`src/rtl/tsc_multicycle_core.sv`:
```
// Multi-cycle TSC core: FETCH/DECODE/EXEC/WB sequencer with an external
// req/ack instruction port, branches, HLT and a retired-instruction counter.
module tsc_multicycle_core #(
    parameter int unsigned WORD_SIZE  = 16,
    parameter int unsigned ADDR_WIDTH = 16,
    parameter int unsigned PC_RESET   = 0
) (
    input  logic                  clk,
    input  logic                  reset_cpu_n,
    input  logic                  cpu_enable,
    input  logic                  wwd_enable,
    input  logic [1:0]            register_selection,
    output logic                  i_req,
    output logic [ADDR_WIDTH-1:0] i_addr,
    input  logic                  i_ack,
    input  logic [15:0]           i_data,
    output logic [WORD_SIZE-1:0]  output_port,
    output logic                  output_valid,
    output logic [7:0]            PC_below8bit,
    output logic [15:0]           num_inst,
    output logic                  halted
);

    localparam int unsigned NUM_REGS = 4;

    localparam logic [2:0] S_IDLE   = 3'd0;
    localparam logic [2:0] S_FETCH  = 3'd1;
    localparam logic [2:0] S_DECODE = 3'd2;
    localparam logic [2:0] S_EXEC   = 3'd3;
    localparam logic [2:0] S_WB     = 3'd4;
    localparam logic [2:0] S_HALT   = 3'd5;

    localparam logic [3:0] OP_BNE   = 4'd0;
    localparam logic [3:0] OP_BEQ   = 4'd1;
    localparam logic [3:0] OP_ADI   = 4'd4;
    localparam logic [3:0] OP_LHI   = 4'd6;
    localparam logic [3:0] OP_JMP   = 4'd9;
    localparam logic [3:0] OP_RTYPE = 4'd15;

    localparam logic [5:0] FN_ADD = 6'd0;
    localparam logic [5:0] FN_WWD = 6'd28;
    localparam logic [5:0] FN_HLT = 6'd29;

    // JMP replaces only the low 12 PC bits; the page bits above are kept.
    localparam logic [ADDR_WIDTH-1:0] JMP_MASK = ADDR_WIDTH'(12'hFFF);

    logic [2:0]            state;
    logic [2:0]            state_nxt;
    logic [ADDR_WIDTH-1:0] pc;
    logic [15:0]           ir;
    logic [WORD_SIZE-1:0]  regs [NUM_REGS];
    logic [WORD_SIZE-1:0]  a_q;
    logic [WORD_SIZE-1:0]  b_q;
    logic [WORD_SIZE-1:0]  alu_q;
    logic                  wr_en_q;
    logic [1:0]            wr_addr_q;
    logic [ADDR_WIDTH-1:0] pc_nxt_q;
    logic                  wwd_q;

    // Instruction field decode from the latched IR
    logic [3:0]            op;
    logic [1:0]            rs;
    logic [1:0]            rt;
    logic [1:0]            rd;
    logic [7:0]            imm8;
    logic [5:0]            func;
    logic [11:0]           target;
    logic [WORD_SIZE-1:0]  imm_word;
    logic [ADDR_WIDTH-1:0] imm_addr;
    logic                  is_hlt;

    assign op       = ir[15:12];
    assign rs       = ir[11:10];
    assign rt       = ir[9:8];
    assign rd       = ir[7:6];
    assign imm8     = ir[7:0];
    assign func     = ir[5:0];
    assign target   = ir[11:0];
    assign imm_word = {{(WORD_SIZE-8){imm8[7]}}, imm8};
    assign imm_addr = {{(ADDR_WIDTH-8){imm8[7]}}, imm8};
    assign is_hlt   = (op == OP_RTYPE) && (func == FN_HLT);

    assign i_addr       = pc;
    assign PC_below8bit = pc[7:0];

    // Execute-stage results, captured at the end of EXEC
    logic [WORD_SIZE-1:0]  exe_alu;
    logic                  exe_wr_en;
    logic [1:0]            exe_wr_addr;
    logic [ADDR_WIDTH-1:0] exe_pc;
    logic [ADDR_WIDTH-1:0] pc_inc;
    logic                  exe_wwd;

    assign pc_inc = pc + ADDR_WIDTH'(1);

    always_comb begin
        exe_alu     = '0;
        exe_wr_en   = 1'b0;
        exe_wr_addr = rt;
        exe_pc      = pc_inc;
        exe_wwd     = 1'b0;
        case (op)
            OP_BNE: if (a_q != b_q) exe_pc = pc_inc + imm_addr;
            OP_BEQ: if (a_q == b_q) exe_pc = pc_inc + imm_addr;
            OP_ADI: begin
                exe_wr_en = 1'b1;
                exe_alu   = a_q + imm_word;
            end
            OP_LHI: begin
                exe_wr_en = 1'b1;
                exe_alu   = WORD_SIZE'({imm8, 8'h00});
            end
            OP_JMP: exe_pc = (pc & ~JMP_MASK) | ADDR_WIDTH'(target);
            OP_RTYPE: begin
                case (func)
                    FN_ADD: begin
                        exe_wr_en   = 1'b1;
                        exe_wr_addr = rd;
                        exe_alu     = a_q + b_q;
                    end
                    FN_WWD:  exe_wwd = 1'b1;
                    default: ;
                endcase
            end
            default: ;
        endcase
    end

    // State register
    always_ff @(posedge clk) begin
        if (!reset_cpu_n) state <= S_IDLE;
        else              state <= state_nxt;
    end

    // Next-state logic
    always_comb begin
        state_nxt = state;
        case (state)
            S_IDLE:   if (cpu_enable) state_nxt = S_FETCH;
            S_FETCH:  if (i_ack) state_nxt = S_DECODE;
            S_DECODE: state_nxt = S_EXEC;
            S_EXEC:   state_nxt = is_hlt ? S_HALT : S_WB;
            S_WB:     state_nxt = cpu_enable ? S_FETCH : S_IDLE;
            S_HALT:   state_nxt = S_HALT;
            default:  state_nxt = S_IDLE;
        endcase
    end

    // Status outputs registered from the next state so they track the FSM exactly
    always_ff @(posedge clk) begin
        if (!reset_cpu_n) begin
            i_req  <= 1'b0;
            halted <= 1'b0;
        end else begin
            i_req  <= (state_nxt == S_FETCH);
            halted <= (state_nxt == S_HALT);
        end
    end

    // Datapath: IR latch, operand read, execute capture, write-back
    always_ff @(posedge clk) begin
        if (!reset_cpu_n) begin
            pc        <= ADDR_WIDTH'(PC_RESET);
            ir        <= '0;
            a_q       <= '0;
            b_q       <= '0;
            alu_q     <= '0;
            wr_en_q   <= 1'b0;
            wr_addr_q <= '0;
            pc_nxt_q  <= '0;
            wwd_q     <= 1'b0;
            num_inst  <= '0;
            for (int i = 0; i < NUM_REGS; i++) regs[i] <= '0;
        end else begin
            case (state)
                S_FETCH: if (i_ack) ir <= i_data;
                S_DECODE: begin
                    a_q <= regs[rs];
                    b_q <= regs[rt];
                end
                S_EXEC: begin
                    alu_q     <= exe_alu;
                    wr_en_q   <= exe_wr_en;
                    wr_addr_q <= exe_wr_addr;
                    pc_nxt_q  <= exe_pc;
                    wwd_q     <= exe_wwd;
                    if (is_hlt) num_inst <= num_inst + 16'd1;
                end
                S_WB: begin
                    if (wr_en_q) regs[wr_addr_q] <= alu_q;
                    pc       <= pc_nxt_q;
                    num_inst <= num_inst + 16'd1;
                end
                default: ;
            endcase
        end
    end

    // Display port: WWD capture or a live register view
    always_ff @(posedge clk) begin
        if (!reset_cpu_n) begin
            output_port  <= '0;
            output_valid <= 1'b0;
        end else if (!wwd_enable) begin
            output_port  <= regs[register_selection];
            output_valid <= 1'b0;
        end else if ((state == S_WB) && wwd_q) begin
            output_port  <= a_q;
            output_valid <= 1'b1;
        end else begin
            output_valid <= 1'b0;
        end
    end

endmodule

```
`config.mk`:
```
export PLATFORM = sky130hd
export DESIGN_NAME = tsc_multicycle_core
export DESIGN_NICKNAME = d
export VERILOG_FILES = /design/src/rtl/tsc_multicycle_core.sv
export SDC_FILE = /design/constraint.sdc
export NUM_CORES = 1
export LEC_CHECK = 0
export BUFFER_PORTS_ARGS = -buffer_cell sky130_fd_sc_hd__buf_2
export CAP_MARGIN = 20
export CORE_AREA = 3 3 187 189
export CTS_CLUSTER_DIAMETER = 60
export DETAILED_ROUTE_END_ITERATION = 8
export DIE_AREA = 0 0 190 192
export PLACE_DENSITY = 0.6
export SYNTH_ARGS = -nofsm -noshare
export SYNTH_HDL_FRONTEND = slang
export SYNTH_SLANG_ARGS = --single-unit
```
`constraint.sdc`:
```
create_clock -name clk -period 5.3 [get_ports clk]
set_input_delay 0 -clock clk [delete_from_list [all_inputs] [get_ports clk]]
set_output_delay 0 -clock clk [all_outputs]
set_load 0.1 [all_outputs]
```
# After elaboration in Yosys (flattened, before gate mapping)
# Memories as Yosys holds them, arrays and structs flattened. A register that Yosys moved wholly into a read port is not among the register bits.
# Cells that the tools add are included.
# totals
regBits	106
word_cells	80
mem_bits_rw	64
memories	1
# mem_list
name	depth	width	read_ports	rd_ports_with_merged_regs	write_ports	line	text
regs	4	16	3	2	4	51	logic [WORD_SIZE-1:0] regs [NUM_REGS];
# op_classes
n_addsub	5
reduce_logical	13
n_bitwise	1
eq_ne	18
n_mux	29
# op_table
cell	n
2-to-1 mux 16 bit	7
one-hot mux 16 bit (3 select lines)	2
adder 16 bit	3
adder 16 x 1 -> 16 bit (second input constant)	2
one-hot mux 16 bit (2 select lines)	1
one-hot mux 3 bit (6 select lines)	1
== test 16 bit	1
!= test 16 bit	1
OR 16 x 12 -> 16 bit	1
OR reduction 16 bit	1
== test 6 x 5 -> 1 bit (second input constant)	2
2-to-1 mux 1 bit	12
== test 3 bit (second input constant)	3
== test 4 x 3 -> 1 bit (second input constant)	2
== test 4 bit (second input constant)	2
== test 3 x 1 -> 1 bit (second input constant)	2
== test 3 x 2 -> 1 bit (second input constant)	2
logical NOT 6 bit	1
2-to-1 mux 2 bit	3
2-to-1 mux 3 bit	2
AND reduction 2 bit	3
== test 4 x 1 -> 1 bit (second input constant)	1
logical NOT 4 bit	1
logical NOT 3 bit	1
7 further kinds	9

# Depth between registers and ports, before layout
# depth
depth_word	6
ltp_mapped	14
mapped_depth_nobuf	14

# Least setup slack after synthesis
# OpenSTA, ideal clock, no wires.
# synth_timing
path_kind	reg-to-reg
from	reg pc[0], in the netlist i_addr[0]
to	reg pc_nxt_q[15]
period_less_slack_ns	3.804
stages_incl_launch_ff	15
path_buffers	0
slack_ns	1.496
arrival_ns	3.672
cell_sequence	dfxtp_1 > ha_1 > nand3_1 > nor2_1 > nand4_1 > xnor2_1 > ha_1 > a21oi_1 > nand2_1 > a2bb2oi_1 > a211o_1 > a21o_1 > a31o_1 > a31oi_1 > a21oi_1
# synth_via
elab_chain_len	4
elab_cells_between_ends	5
# synth_rtl
element	line	text
start, declared	49	logic [ADDR_WIDTH-1:0] pc;
start signal, assigned	163	pc <= ADDR_WIDTH'(PC_RESET);
start signal, assigned	191	pc <= pc_nxt_q;
adder 16 x 1 -> 16 bit (*)	94	assign pc_inc = pc + ADDR_WIDTH'(1);
adder 16 bit	103, 104	
2-to-1 mux 16 bit, on equally long branches	104, 103	
one-hot mux 16 bit (3 select lines) (*)	102	case (op)
end signal, assigned	185	pc_nxt_q <= exe_pc;
end, declared	57	logic [ADDR_WIDTH-1:0] pc_nxt_q;
# Mark *: on every way between the ends. The rest lies on a longest branch, timed or not.
# A chain may end at the register's enable or synchronous reset.

# Final worst setup path
# Ends and elaborated chain as after synthesis.

==> run metrics <==
net switching power 1.01 mW; Final Non-Filler Cells 1738; Initial DRC Count 657; CTS Buf Count 22; post-layout util 39.6%; Mapped Area 11600 sq um; vias in the first global route 9147; Worst Skew 23.0 ps; Final Instance Area 13300 sq um; Skew-Pair Late Insertion Delay 520 ps; #FFs+latches synth 202; leakage 5.09 nW; Sw Ratio 27.4%; drt pass-1 iters 6; max-cap violation count 0; Relative slew margins 31.6%; Max stage delay cell, worst path dfxtp_1; largest net degree at the start of global routing 63; Die W 190 um; Max Clk Rate 298 MHz; height of the die 192 um; Hold Crit Class in -> reg; initial antenna violation count 0; die area 36500 sq um; unique cell type count in the Yosys netlist 75; CTS tree done; synthesized instance count 1219; sequential fraction of the synthesis area 40.2%; GRT Resource Usage Total 18.0%; Fin. Hold Viols 0; Synth Warn # 0; Design Power 3.68 mW; clock buffer depth 3; top_reg_cell synth dfxtp_1; via count 9291; Final Cycle Share 63.3%; internal power 2.67 mW; placed cell areas 12400 sq um; total grt overflow 0; EDFF count, synth 64; core area 33400 sq um; Logic pwr share 11.7%; Ports 82; Worst EP required 5690 ps; Reg clk slew, reported paths 70 ps; Starting Density 34.8%; Clk Tree Root Cell clkbuf_16; # diodes 0; DRT Wirelength 33200 um; first-pass GRT wire length 51400 um; Worst Tran Pin Value 1030 ps; Post-Place Cells 1680; CP bufs+invs 0; Area contributors post-synth dfxtp_1 24%, edfxtp_1 17%, mux4_2 9.3%; Syn-to-layout area delta 13.8%; VDD IR max 0.181 mV; syn_nets 1296; Commonest cells post-synth 204 x nand2_1, 138 x dfxtp_1, 122 x a21oi_1; H-tree Lvls 1; Crit Path Class reg -> reg; unrepaired setup endpoints after global routing no; ys async rst share 0%; gpl congestion 0.889; Crit Path Max Fanout 7; crit path capture type flop; Detail Placement HPWL 22300 um; vias per inst 5.35; status complete, no violations; slowest stage delay, CP 440 ps; Final #Nets 1351; setup TNS 0 ps; Site Rows 67; final slew viol count 0; Worst EP arrival 3740 ps; count leader, synth nand2_1; syn avg cell area 9.55 sq um; Flop pwr share 46.1%; DRC 0; area fraction of the dominant cell type after synthesis 23.7%; Clock power frac 42.2%; Critical Path Source Type flop; dominant cell type by area after synthesis dfxtp_1; setup violators final 0; wire length per cell 19.1 um; filler cell count in the final layout 3304; CP Cell Sequence ha_1 -> nand3_1 -> nor2_1 -> nand4_1 -> xnor2_1 -> ha_1 -> a21oi_1 -> nand2_1 -> a2bb2oi_1 -> a211o_1 -> a21o_1 -> a31o_1 -> a31oi_1 -> a21oi_1; PortBufs 81; Crit path max-delay family compound AO/OA/AOI/OAI gates; Clock Sinks 202; layout cells sized above 1 16.4%; fin crit period 3350 ps; Cell Pwr Density 277 nW/um^2; ANT nets after route 0
-- routing by layer --
metal	global-route usage, %	part of all wire (%)	vias to the layer above
met2	31.9	49	208
met3	2.54	4.7	70
li1	-	-	4510
met4	5.77	3.0	0
met5	0	0	-
met1	22.6	43	4503
-- area by class of cell --
class / instances / area [sq um] / area share (%)
clock buffer: 26 / 586 / 4.42
sequential: 202 / 4690 / 35.4
multi-input combinational: 923 / 6560 / 49.5
inverter: 14 / 55.1 / 0.415
timing repair buffer: 111 / 676 / 5.10
tap: 448 / 561 / 4.23
clock inverter: 14 / 136 / 1.03
-- power groups by stage --
stage	Combinational (mW)	Sequential (mW)	Clock, mW
after floorplan	0.283	1.77	0
after global placement	0.420	1.73	0
after detailed placement	0.422	1.73	0
after CTS	0.433	1.69	1.59
after global routing	0.466	1.70	1.65
final	0.432	1.69	1.55
-- flip-flops by register name (all words and copies together) (netlist names) --
name          cells
a_q              16
alu_q            16
b_q              16
halted            1
i_addr           16
i_req             1
ir               16
num_inst         16
output_port      16
output_valid      1
pc_nxt_q         16
regs             64
state             3
wr_addr_q         2
wr_en_q           1
wwd_q             1
-- worst register-to-register path, delay by kind of cell (launching register included) --
kind / cells / cell delay (ps)
AND/OR/NAND/NOR: 4 / 610
XOR/XNOR: 1 / 340
adder cells (fa/ha/maj): 2 / 550
AO/OA/AOI/OAI: 7 / 1300
flip-flops: 1 / 440
-- cells by family after synthesis --
logic type / synth area share (%)
buffers and inverters: 3.60
muxes: 11.0
xor gates and xnor gates: 5.04
adders and majority gates: 6.00
and+or+nand+nor: 18.6
AOI/OAI and AO/OA: 15.5
DFF: 40.2
-- stage by stage --
step | worst slack (ps) | hold WS (ps)
2_1_floorplan | 1500 | 136
6_report | 1950 | 27.0
3_5_place_dp | 1980 | 249
4_1_cts | 1950 | 21.1
5_1_grt | 1620 | 43.1
3_3_place_gp | 1990 | 246
-- final timing paths --
| check | startpoint | to | slack (ps) | depth (start not counted) |
|---|---|---|---|---|
| hold reg to reg | pc_nxt_q[10] | i_addr[10] | 450 | 2 |
| setup reg to reg | i_addr[0] | pc_nxt_q[15] | 1950 | 14 |
| setup / recovery | i_addr[0] | pc_nxt_q[15] | 1950 | 14 |
| hold / removal | reset_cpu_n | pc_nxt_q[9] | 30 | 4 |
-- repair_timing --
item	4_1_cts	5_1_grt
resized for setup	0	0
setup buffers	0	0
hold buffers	18	0
hold endpoints to repair	20	0
setup endpoints to repair	0	0
-- cells in the final DEF, fill, tap and decap left out, types with 6 or more instances in the layout --
cell and count:
nor2_1 77, edfxtp_1 64, clkinv_2 6, nand3_1 19
nor2b_1 6, a21oi_1 122, dlygate4sd3_1 18, nor3_1 21
inv_1 13, a211oi_1 20, buf_2 81, xor2_1 32
mux4_2 48, o22ai_1 7, a21o_1 14, dfxtp_1 136
buf_4 12, and3_1 13, o21ai_0 35, mux2i_1 19
and2_1 70, nand2_1 204, clkbuf_16 22, xnor2_1 35
nand4_1 11, nand2b_1 10, a221oi_1 8, ha_1 51
a22oi_1 9
No activity file was read; power rests on OpenSTA's default activity.
